$ cat config.mk
export PLATFORM = sky130hd
export DESIGN_NAME = ps2_keyboard
export DESIGN_NICKNAME = d
export VERILOG_FILES = /design/src/rtl/ps2_kbd_pkg.sv /design/src/rtl/ps2_rx.sv /design/src/rtl/ps2_keyboard.sv
export SDC_FILE = /design/constraint.sdc
export NUM_CORES = 1
export LEC_CHECK = 0
export BUFFER_PORTS_ARGS = -buffer_cell sky130_fd_sc_hd__buf_2
export CAP_MARGIN = 15
export CORE_ASPECT_RATIO = 1.2
export CORE_UTILIZATION = 44
export CTS_CLUSTER_DIAMETER = 60
export DETAILED_ROUTE_END_ITERATION = 7
export PLACE_DENSITY = 0.64
export SETUP_SLACK_MARGIN = 0.5
export SYNTH_ARGS = -nofsm -noshare
export SYNTH_HDL_FRONTEND = slang
export SYNTH_HIERARCHICAL = 1
export SYNTH_SLANG_ARGS = --single-unit
$ cat constraint.sdc
create_clock -name clk_25MHz -period 1.9 [get_ports clk_25MHz]
set_input_delay 0.285 -clock clk_25MHz [delete_from_list [all_inputs] [get_ports clk_25MHz]]
set_output_delay 0.285 -clock clk_25MHz [all_outputs]
set_load 0.02 [all_outputs]
$ cat src/rtl/ps2_kbd_pkg.sv
`default_nettype none
// +--------------------------------------------------------------------+
// | ps2_kbd_pkg : scan-code constants, key indices, key-match helper   |
// | Config macro: KBD_WASD_EN (adds W/A/S/D alias keys)    Rev 1.0     |
// +--------------------------------------------------------------------+
package ps2_kbd_pkg;

  localparam logic [7:0] SC_E0    = 8'hE0;
  localparam logic [7:0] SC_F0    = 8'hF0;
  localparam logic [7:0] SC_UP    = 8'h75;
  localparam logic [7:0] SC_DOWN  = 8'h72;
  localparam logic [7:0] SC_LEFT  = 8'h6B;
  localparam logic [7:0] SC_RIGHT = 8'h74;
  localparam logic [7:0] SC_SPACE = 8'h29;
  localparam logic [7:0] SC_ESC   = 8'h76;
  localparam logic [7:0] SC_W     = 8'h1D;
  localparam logic [7:0] SC_A     = 8'h1C;
  localparam logic [7:0] SC_S     = 8'h1B;
  localparam logic [7:0] SC_D     = 8'h23;

`ifdef KBD_WASD_EN
  localparam int NUM_KEYS  = 10;
  localparam int KEY_IDX_W = 4;
  typedef enum logic [KEY_IDX_W-1:0] {
    KEY_UP, KEY_DOWN, KEY_LEFT, KEY_RIGHT, KEY_SPACE, KEY_ESC,
    KEY_W, KEY_A, KEY_S, KEY_D
  } key_idx_e;
`else
  localparam int NUM_KEYS  = 6;
  localparam int KEY_IDX_W = 3;
  typedef enum logic [KEY_IDX_W-1:0] {
    KEY_UP, KEY_DOWN, KEY_LEFT, KEY_RIGHT, KEY_SPACE, KEY_ESC
  } key_idx_e;
`endif

  // One-hot of the held-bits a code touches; the ext prefix must match the key's attribute.
  function automatic logic [NUM_KEYS-1:0] key_hit(input logic ext, input logic [7:0] code);
    logic [NUM_KEYS-1:0] hit;
    hit             = '0;
    hit[KEY_UP]     = ext  && (code == SC_UP);
    hit[KEY_DOWN]   = ext  && (code == SC_DOWN);
    hit[KEY_LEFT]   = ext  && (code == SC_LEFT);
    hit[KEY_RIGHT]  = ext  && (code == SC_RIGHT);
    hit[KEY_SPACE]  = !ext && (code == SC_SPACE);
    hit[KEY_ESC]    = !ext && (code == SC_ESC);
`ifdef KBD_WASD_EN
    hit[KEY_W]      = !ext && (code == SC_W);
    hit[KEY_A]      = !ext && (code == SC_A);
    hit[KEY_S]      = !ext && (code == SC_S);
    hit[KEY_D]      = !ext && (code == SC_D);
`endif
    return hit;
  endfunction

endpackage
`default_nettype wire

$ cat src/rtl/ps2_rx.sv
`default_nettype none
// +--------------------------------------------------------------------+
// | ps2_rx : PS/2 line sync, clock glitch filter, frame receive/check  |
// | Rev 1.0                                                            |
// +--------------------------------------------------------------------+
module ps2_rx #(
  parameter int FILTER_LEN  = 8,
  parameter int TIMEOUT_CYC = 65536
) (
  input  logic       clk_i,
  input  logic       rst_ni,
  input  logic       ps2_clk_i,
  input  logic       ps2_data_i,
  output logic [7:0] rx_byte_o,
  output logic       rx_valid_o,
  output logic       rx_err_o
);

  localparam int FW = $clog2(FILTER_LEN + 1);
  localparam int TW = $clog2(TIMEOUT_CYC + 1);

  logic [1:0]    clk_sync_q, data_sync_q;
  logic          filt_q, filt_d;
  logic [FW-1:0] fcnt_q, fcnt_d;
  logic [3:0]    bitcnt_q, bitcnt_d;
  logic [10:0]   shift_q, shift_d;
  logic [TW-1:0] tcnt_q, tcnt_d;
  logic [7:0]    byte_q, byte_d;
  logic          valid_q, valid_d, err_q, err_d;
  logic          fall;
  logic [10:0]   frame;
  logic          frame_ok;

  always_ff @(posedge clk_i or negedge rst_ni) begin
    if (!rst_ni) begin
      clk_sync_q  <= 2'b11;
      data_sync_q <= 2'b11;
      filt_q      <= 1'b1;
      fcnt_q      <= '0;
      bitcnt_q    <= '0;
      shift_q     <= '0;
      tcnt_q      <= '0;
      byte_q      <= '0;
      valid_q     <= 1'b0;
      err_q       <= 1'b0;
    end else begin
      clk_sync_q  <= {clk_sync_q[0], ps2_clk_i};
      data_sync_q <= {data_sync_q[0], ps2_data_i};
      filt_q      <= filt_d;
      fcnt_q      <= fcnt_d;
      bitcnt_q    <= bitcnt_d;
      shift_q     <= shift_d;
      tcnt_q      <= tcnt_d;
      byte_q      <= byte_d;
      valid_q     <= valid_d;
      err_q       <= err_d;
    end
  end

  // Filtered clock flips only after FILTER_LEN consecutive samples disagree with it.
  always_comb begin
    filt_d = filt_q;
    fcnt_d = '0;
    fall   = 1'b0;
    if (clk_sync_q[1] != filt_q) begin
      if (fcnt_q == FW'(FILTER_LEN - 1)) begin
        filt_d = clk_sync_q[1];
        fall   = filt_q;
      end else begin
        fcnt_d = fcnt_q + FW'(1);
      end
    end
  end

  assign frame    = {data_sync_q[1], shift_q[10:1]};
  assign frame_ok = !frame[0] && frame[10] && (^frame[9:1]);

  always_comb begin
    shift_d  = shift_q;
    bitcnt_d = bitcnt_q;
    tcnt_d   = tcnt_q;
    byte_d   = byte_q;
    valid_d  = 1'b0;
    err_d    = 1'b0;
    if (fall) begin
      tcnt_d = '0;
      if (bitcnt_q == 4'd10) begin
        bitcnt_d = '0;
        shift_d  = '0;
        valid_d  = frame_ok;
        err_d    = !frame_ok;
        if (frame_ok) byte_d = frame[8:1];
      end else begin
        bitcnt_d = bitcnt_q + 4'd1;
        shift_d  = frame;
      end
    end else if (bitcnt_q != 4'd0) begin
      if (tcnt_q == TW'(TIMEOUT_CYC - 1)) begin
        bitcnt_d = '0;
        shift_d  = '0;
        tcnt_d   = '0;
      end else begin
        tcnt_d = tcnt_q + TW'(1);
      end
    end else begin
      tcnt_d = '0;
    end
  end

  assign rx_byte_o  = byte_q;
  assign rx_valid_o = valid_q;
  assign rx_err_o   = err_q;

endmodule
`default_nettype wire

$ cat src/rtl/ps2_keyboard.sv
`default_nettype none
// +--------------------------------------------------------------------+
// | ps2_keyboard : PS/2 set-2 make/break decoder with held-key levels  |
// | Config macro: KBD_WASD_EN (W/A/S/D alias arrows)       Rev 1.0     |
// +--------------------------------------------------------------------+
module ps2_keyboard #(
  parameter int FILTER_LEN  = 8,
  parameter int TIMEOUT_CYC = 65536
) (
  input  logic clk_25MHz,
  input  logic rst,
  input  logic PS2Clk,
  input  logic PS2Data,
  output logic upKeyState,
  output logic downKeyState,
  output logic leftKeyState,
  output logic rightKeyState,
  output logic spaceKeyState,
  output logic escKeyState
);
  import ps2_kbd_pkg::*;

  logic [7:0]          rx_byte;
  logic                rx_valid, rx_err;
  logic                ext_q, ext_d, brk_q, brk_d;
  logic [NUM_KEYS-1:0] keys_q, keys_d, hit;

  ps2_rx #(
    .FILTER_LEN (FILTER_LEN),
    .TIMEOUT_CYC(TIMEOUT_CYC)
  ) u_rx (
    .clk_i     (clk_25MHz),
    .rst_ni    (rst),
    .ps2_clk_i (PS2Clk),
    .ps2_data_i(PS2Data),
    .rx_byte_o (rx_byte),
    .rx_valid_o(rx_valid),
    .rx_err_o  (rx_err)
  );

  always_ff @(posedge clk_25MHz or negedge rst) begin
    if (!rst) begin
      ext_q  <= 1'b0;
      brk_q  <= 1'b0;
      keys_q <= '0;
    end else begin
      ext_q  <= ext_d;
      brk_q  <= brk_d;
      keys_q <= keys_d;
    end
  end

  // A corrupted frame may have been part of a prefixed sequence, so it drops both prefixes.
  always_comb begin
    ext_d  = ext_q;
    brk_d  = brk_q;
    keys_d = keys_q;
    hit    = key_hit(ext_q, rx_byte);
    if (rx_err) begin
      ext_d = 1'b0;
      brk_d = 1'b0;
    end else if (rx_valid) begin
      if (rx_byte == SC_E0) begin
        ext_d = 1'b1;
      end else if (rx_byte == SC_F0) begin
        brk_d = 1'b1;
      end else begin
        keys_d = brk_q ? (keys_q & ~hit) : (keys_q | hit);
        ext_d  = 1'b0;
        brk_d  = 1'b0;
      end
    end
  end

`ifdef KBD_WASD_EN
  assign upKeyState    = keys_q[KEY_UP]    | keys_q[KEY_W];
  assign downKeyState  = keys_q[KEY_DOWN]  | keys_q[KEY_S];
  assign leftKeyState  = keys_q[KEY_LEFT]  | keys_q[KEY_A];
  assign rightKeyState = keys_q[KEY_RIGHT] | keys_q[KEY_D];
`else
  assign upKeyState    = keys_q[KEY_UP];
  assign downKeyState  = keys_q[KEY_DOWN];
  assign leftKeyState  = keys_q[KEY_LEFT];
  assign rightKeyState = keys_q[KEY_RIGHT];
`endif
  assign spaceKeyState = keys_q[KEY_SPACE];
  assign escKeyState   = keys_q[KEY_ESC];

endmodule
`default_nettype wire

# Yosys cells after proc, flatten, opt, wreduce, memory -nomap -nowiden

Cells that the tools add are included.

Output and inout bits: 6
Input bits: 4
Register bits after elaboration: 59

Reductions and logical operators: 22
Multiplexer cells: 28
Eq/ne operators: 14
Add/subtract/negate cells: 3
Bitwise logic cells: 6

Operators by type and width:

| operator                                                          | count |
|---|---|
| 17-bit 2-to-1 mux                                                 | 3 |
| 11-bit 2-to-1 mux                                                 | 4 |
| 8-bit by 7-bit == test with 1-bit output, second input constant   | 5 |
| 4-bit 2-to-1 mux                                                  | 6 |
| 17-bit by 1-bit adder with 17-bit output, second input constant   | 1 |
| 17-bit by 16-bit == test with 1-bit output, second input constant | 1 |
| 8-bit == test, second input constant                              | 2 |
| 1-bit 2-to-1 mux                                                  | 14 |
| 9-bit parity                                                      | 1 |
| 4-bit by 1-bit adder with 4-bit output, second input constant     | 2 |
| 8-bit by 6-bit == test with 1-bit output, second input constant   | 1 |
| 1-bit logical AND                                                 | 8 |
| 2-bit AND reduction                                               | 4 |
| 6-bit bitwise AND                                                 | 1 |
| 6-bit 2-to-1 mux                                                  | 1 |
| 6-bit NOT                                                         | 1 |
| 6-bit OR                                                          | 1 |
| 2-bit nonzero test                                                | 3 |
| 4-bit by 3-bit == test with 1-bit output, second input constant   | 1 |
| 4-bit == test, second input constant                              | 1 |
| 4-bit AND reduction                                               | 1 |
| 4-bit nonzero test                                                | 1 |
| 1-bit zero test                                                   | 3 |
| 3-bit by 2-bit != test with 1-bit output, second input constant   | 1 |
| other kinds (4)                                                   | 6 |

# Longest topological paths before layout

Depth in word-level cells: 6
Depth in mapped cells: 8
Mapped depth without buffers: 6

# Modules after synthesis

The synthesis kept the hierarchy.

Modules (own cells, without submodules):

| module       | cells an instance | instances | area an instance (um^2) |
|---|---|---|---|
| ps2_rx       | 203               | 1         | 2230.9 |
| ps2_keyboard | 47                | 1         | 460.4 |

# Worst setup path after synthesis

No wires, ideal clock.

Path type: register to register
From: register u_rx.shift_q[7]
To: register u_rx.byte_q[0] (netlist: u_rx/rx_byte_o[0])
Data required time: 1.775 ns
Cell stages (with the launch flop): 6
Buffers on the path: 0
Library setup time: 0.125 ns
Path slack: -0.151 ns
Arrival: 1.926 ns
Period minus slack after synthesis: 2.051 ns
Cells stage by stage: dfrtp_1 > xor2_1 > xnor3_1 > xnor2_1 > nor4_4 > mux2_2

Word-level cells in the longest chain between the ends: 3

Ends and longest elaborated chain:

| item                          | RTL line     | RTL |
|---|---|---|
| from (decl)                   | ps2_rx.sv:26 | `logic [10:0] shift_q, shift_d;` |
| from (signal assigned)        | ps2_rx.sv:52 | `shift_q <= shift_d;` |
| 9-bit parity                  | ps2_rx.sv:76 | `assign frame_ok = !frame[0] && frame[10] && (^frame[9:1]);` |
| 1-bit logical AND             | ps2_rx.sv:76 |  |
| 3-bit AND reduction (no line) | -            |  |
| to (signal assigned)          | ps2_rx.sv:54 | `byte_q <= byte_d;` |
| to (decl)                     | ps2_rx.sv:28 | `logic [7:0] byte_q, byte_d;` |

Every way passes these cells.
A chain may end at the register's enable or synchronous reset.

# Final worst setup path

From: register u_rx.shift_q[6]
To: register u_rx.byte_q[7] (netlist: u_rx/rx_byte_o[7])

The elaborated chain is that of the path after synthesis.

==> reports/results.ini <==
[timing]
skew_ps = 4.88
holdWs_ps = 53.6
fmax_mhz = 516
tightest_slew_ps = 493
finalWorstSetupSlack_ps = -37.1
setup_viol = 21
rsz0062_at_grt = true
min_period_ps = 1940
post-route-period-util_pct = 102
hold_violations = 0
final.setup.tns_ps = -554
slew_violations = 0
timing.slew.headroom_pct = 67.2

[run_status]
status = finished, violations left
violations = setup timing

[yosys]
ys_warn_count = 6
netlist_instances = 250
ys_types = 43
ys_async_sr_fraction_pct = 100
synth-main-ff-cell = dfrtp_1
synth_top_cell_area_share_pct = 49.3
synth_edf_count = 0
syn_area_per_cell_um2 = 10.8
netlist_top_cells_area = dfrtp_1, dfstp_2, nand3_1, xor2_1, mux2_2
yosysTopAreaCell = dfrtp_1
synth-seq-cells = 58
seq_area_frac_synth_pct = 54.2
syn_area_mm2 = 0.00269
syn_nets = 259

[placed_design]
dpl-instance-area_mm2 = 0.00310
port_buffers = 9
hpwl_um = 3370
place_congestion = 0.760
placed_cells = 363
pre_cts_ws_ps = -137

[clocking]
cts_root_buf = clkbuf_8
clk_latency_ps = 330
htreeDepth = 3
cts_num_sinks = 58
numCtsBuffers = 9
clkTransAtPathRegs_ps = 60
cts_tree = yes
clock_path_buffers = 2

[pwr]
totalPowerFinal_mw = 2.38
p_leak_nw = 1.60
power_density_mw_per_mm2 = 665
peakVddDrop_mv = 0.609

[grt]
grt_pass1_wl_um = 8880
antenna_found_initial = 0
grt_max_degree = 39
grt_pass1_vias = 1987
grt_util_all_layers_pct = 18.7
grt-ovfl-total = 0

[route]
drt.antenna.violating_nets = 0
via_per_inst = 5.22
drt_iter0_markers = 113
wl_per_cell_um = 13.6
drtPass1Iterations = 4
wl_um = 5310
num_vias = 2034
drc = 0

[worst_setup_path]
slowest_stage = xnor3_1
start_kind = flip-flop
critPathKind = reg -> reg
path_cells = xor2_1 > xnor3_1 > xnor2_2 > nor4_4 > buf_6 > mux2_2
cp_data_arrival_time_ps = 2150
critical_path_required_ps = 2120
crit_fanout = 8
slowest_delay_ps = 440
critPathCaptureType = flip-flop

[cells_and_area]
fin_nets = 316
fin_area_mm2 = 0.00357
drive_above_1_share_pct = 39.0
syn_to_final_growth_pct = 32.8
stdcell_count = 390
utilization_pct = 61.8
antenna_cells = 0
nFillCells = 491

[floorplanning]
die-area_mm2 = 0.00643
core_mm2 = 0.00578
die_h_um = 87.7
row_count = 30
fp.dieW_um = 73.4
start_util_pct = 46.6
ios = 10

[flow_run]
drv_cap = 0

[min_path]
hold_class = in -> reg

==> Yosys cell counts, types with 2 or more instances <==
master,number
nor2b_1,2
xnor2_1,10
nand2_1,19
nor2_1,27
a21oi_1,3
xor2_1,12
nor4_1,2
or4_1,2
mux2_2,9
nand3_1,21
or3_1,2
clkbuf_1,5
inv_1,12
o31ai_1,2
and3b_1,2
o21ai_0,14
ha_1,5
nand3b_1,3
mux2i_1,5
nand2b_1,3
dfrtp_1,53
and4b_1,2
nor3_1,4
dfstp_2,5
nand4_1,8
==> layer usage <==
metal	share of wire [%]	wire length (um)	track usage, %
met5	0	0	0
met4	2.0	106	11.2
met3	2.8	150	5.18
met2	50	2680	29.9
met1	45	2380	22.5
==> timing repair <==
action                                 in CTS  in global routing
setup endpoints to repair                  41                 43
endpoints found under the hold margin      15                  0
hold buffers                                1                  0
cloned                                      2                  0
setup buffers                               4                  6
pin swaps                                  10                  8
resized for setup                          15                 36
==> report_power, final <==
part	internal, mW	leakage [nW]	switching, mW
clock network	0.496	0.0766	0.430
logic	0.0609	0.729	0.0716
registers	1.29	0.791	0.0322
==> cell usage in the layout (no fill, tap or decap), types with 5 or more instances in the layout <==
master    instances
dfrtp_1          53
buf_4            33
nand3_1          19
nand2_1          19
nor2_2           14
inv_1            12
nor2_1           12
xor2_1           12
clkbuf_8         10
o21ai_2          10
buf_2             9
nand4_1           8
xnor2_1           8
mux2_2            8
mux2i_1           5
dfstp_2           5
buf_6             5
==> logic make-up (layout without fill, tap and decap cells) <==
kind of cell             Yosys count  in the layout  share of synthesized area (%)
AO/OA/AOI/OAI                     24             24                           5.30
XOR/XNOR                          23             23                           8.00
flip-flops                        58             58                           54.2
multiplexers                      14             14                           5.63
AND/OR/NAND/NOR                  107            107                           21.8
buffers and inverters             19             79                           2.84
adder cells (fa/ha/maj)            5              5                           2.32
==> layout make-up <==
class | count | area (um2) | share of cell area [%]
inverters | 12 | 45.0 | 1.26
multi-input cells | 173 | 1350 | 37.7
clock buffers | 14 | 153 | 4.27
flip-flops and latches | 58 | 1460 | 40.8
repair buffers | 53 | 469 | 13.1
well taps | 80 | 100 | 2.80
==> path summary, 6_finish.rpt <==
kind,depth (start not counted),endpoint,start,slack (ps)
worst max-delay path,6,u_rx/rx_byte_o[7],u_rx/shift_q[6],-40
worst min-delay path,1,u_rx/data_sync_q[0],PS2Data,50
worst max register to register,6,u_rx/rx_byte_o[7],u_rx/shift_q[6],-40
worst min register to register,0,u_rx/clk_sync_q[1],u_rx/clk_sync_q[0],360
max in group asynchronous,3,u_rx/fcnt_q[3],rst,880
min in group asynchronous,2,u_rx/tcnt_q[5],rst,460
==> worst max-delay path: cells and delay by family (launching register included) <==
| family | cells | cell delay [ps] |
|---|---|---|
| xor gates and xnor gates | 3 | 770 |
| muxes | 1 | 330 |
| buffers and inverters | 1 | 180 |
| and+or+nand+nor | 1 | 160 |
| DFF | 1 | 380 |
Note: power is estimated with default switching activity, not from simulation.
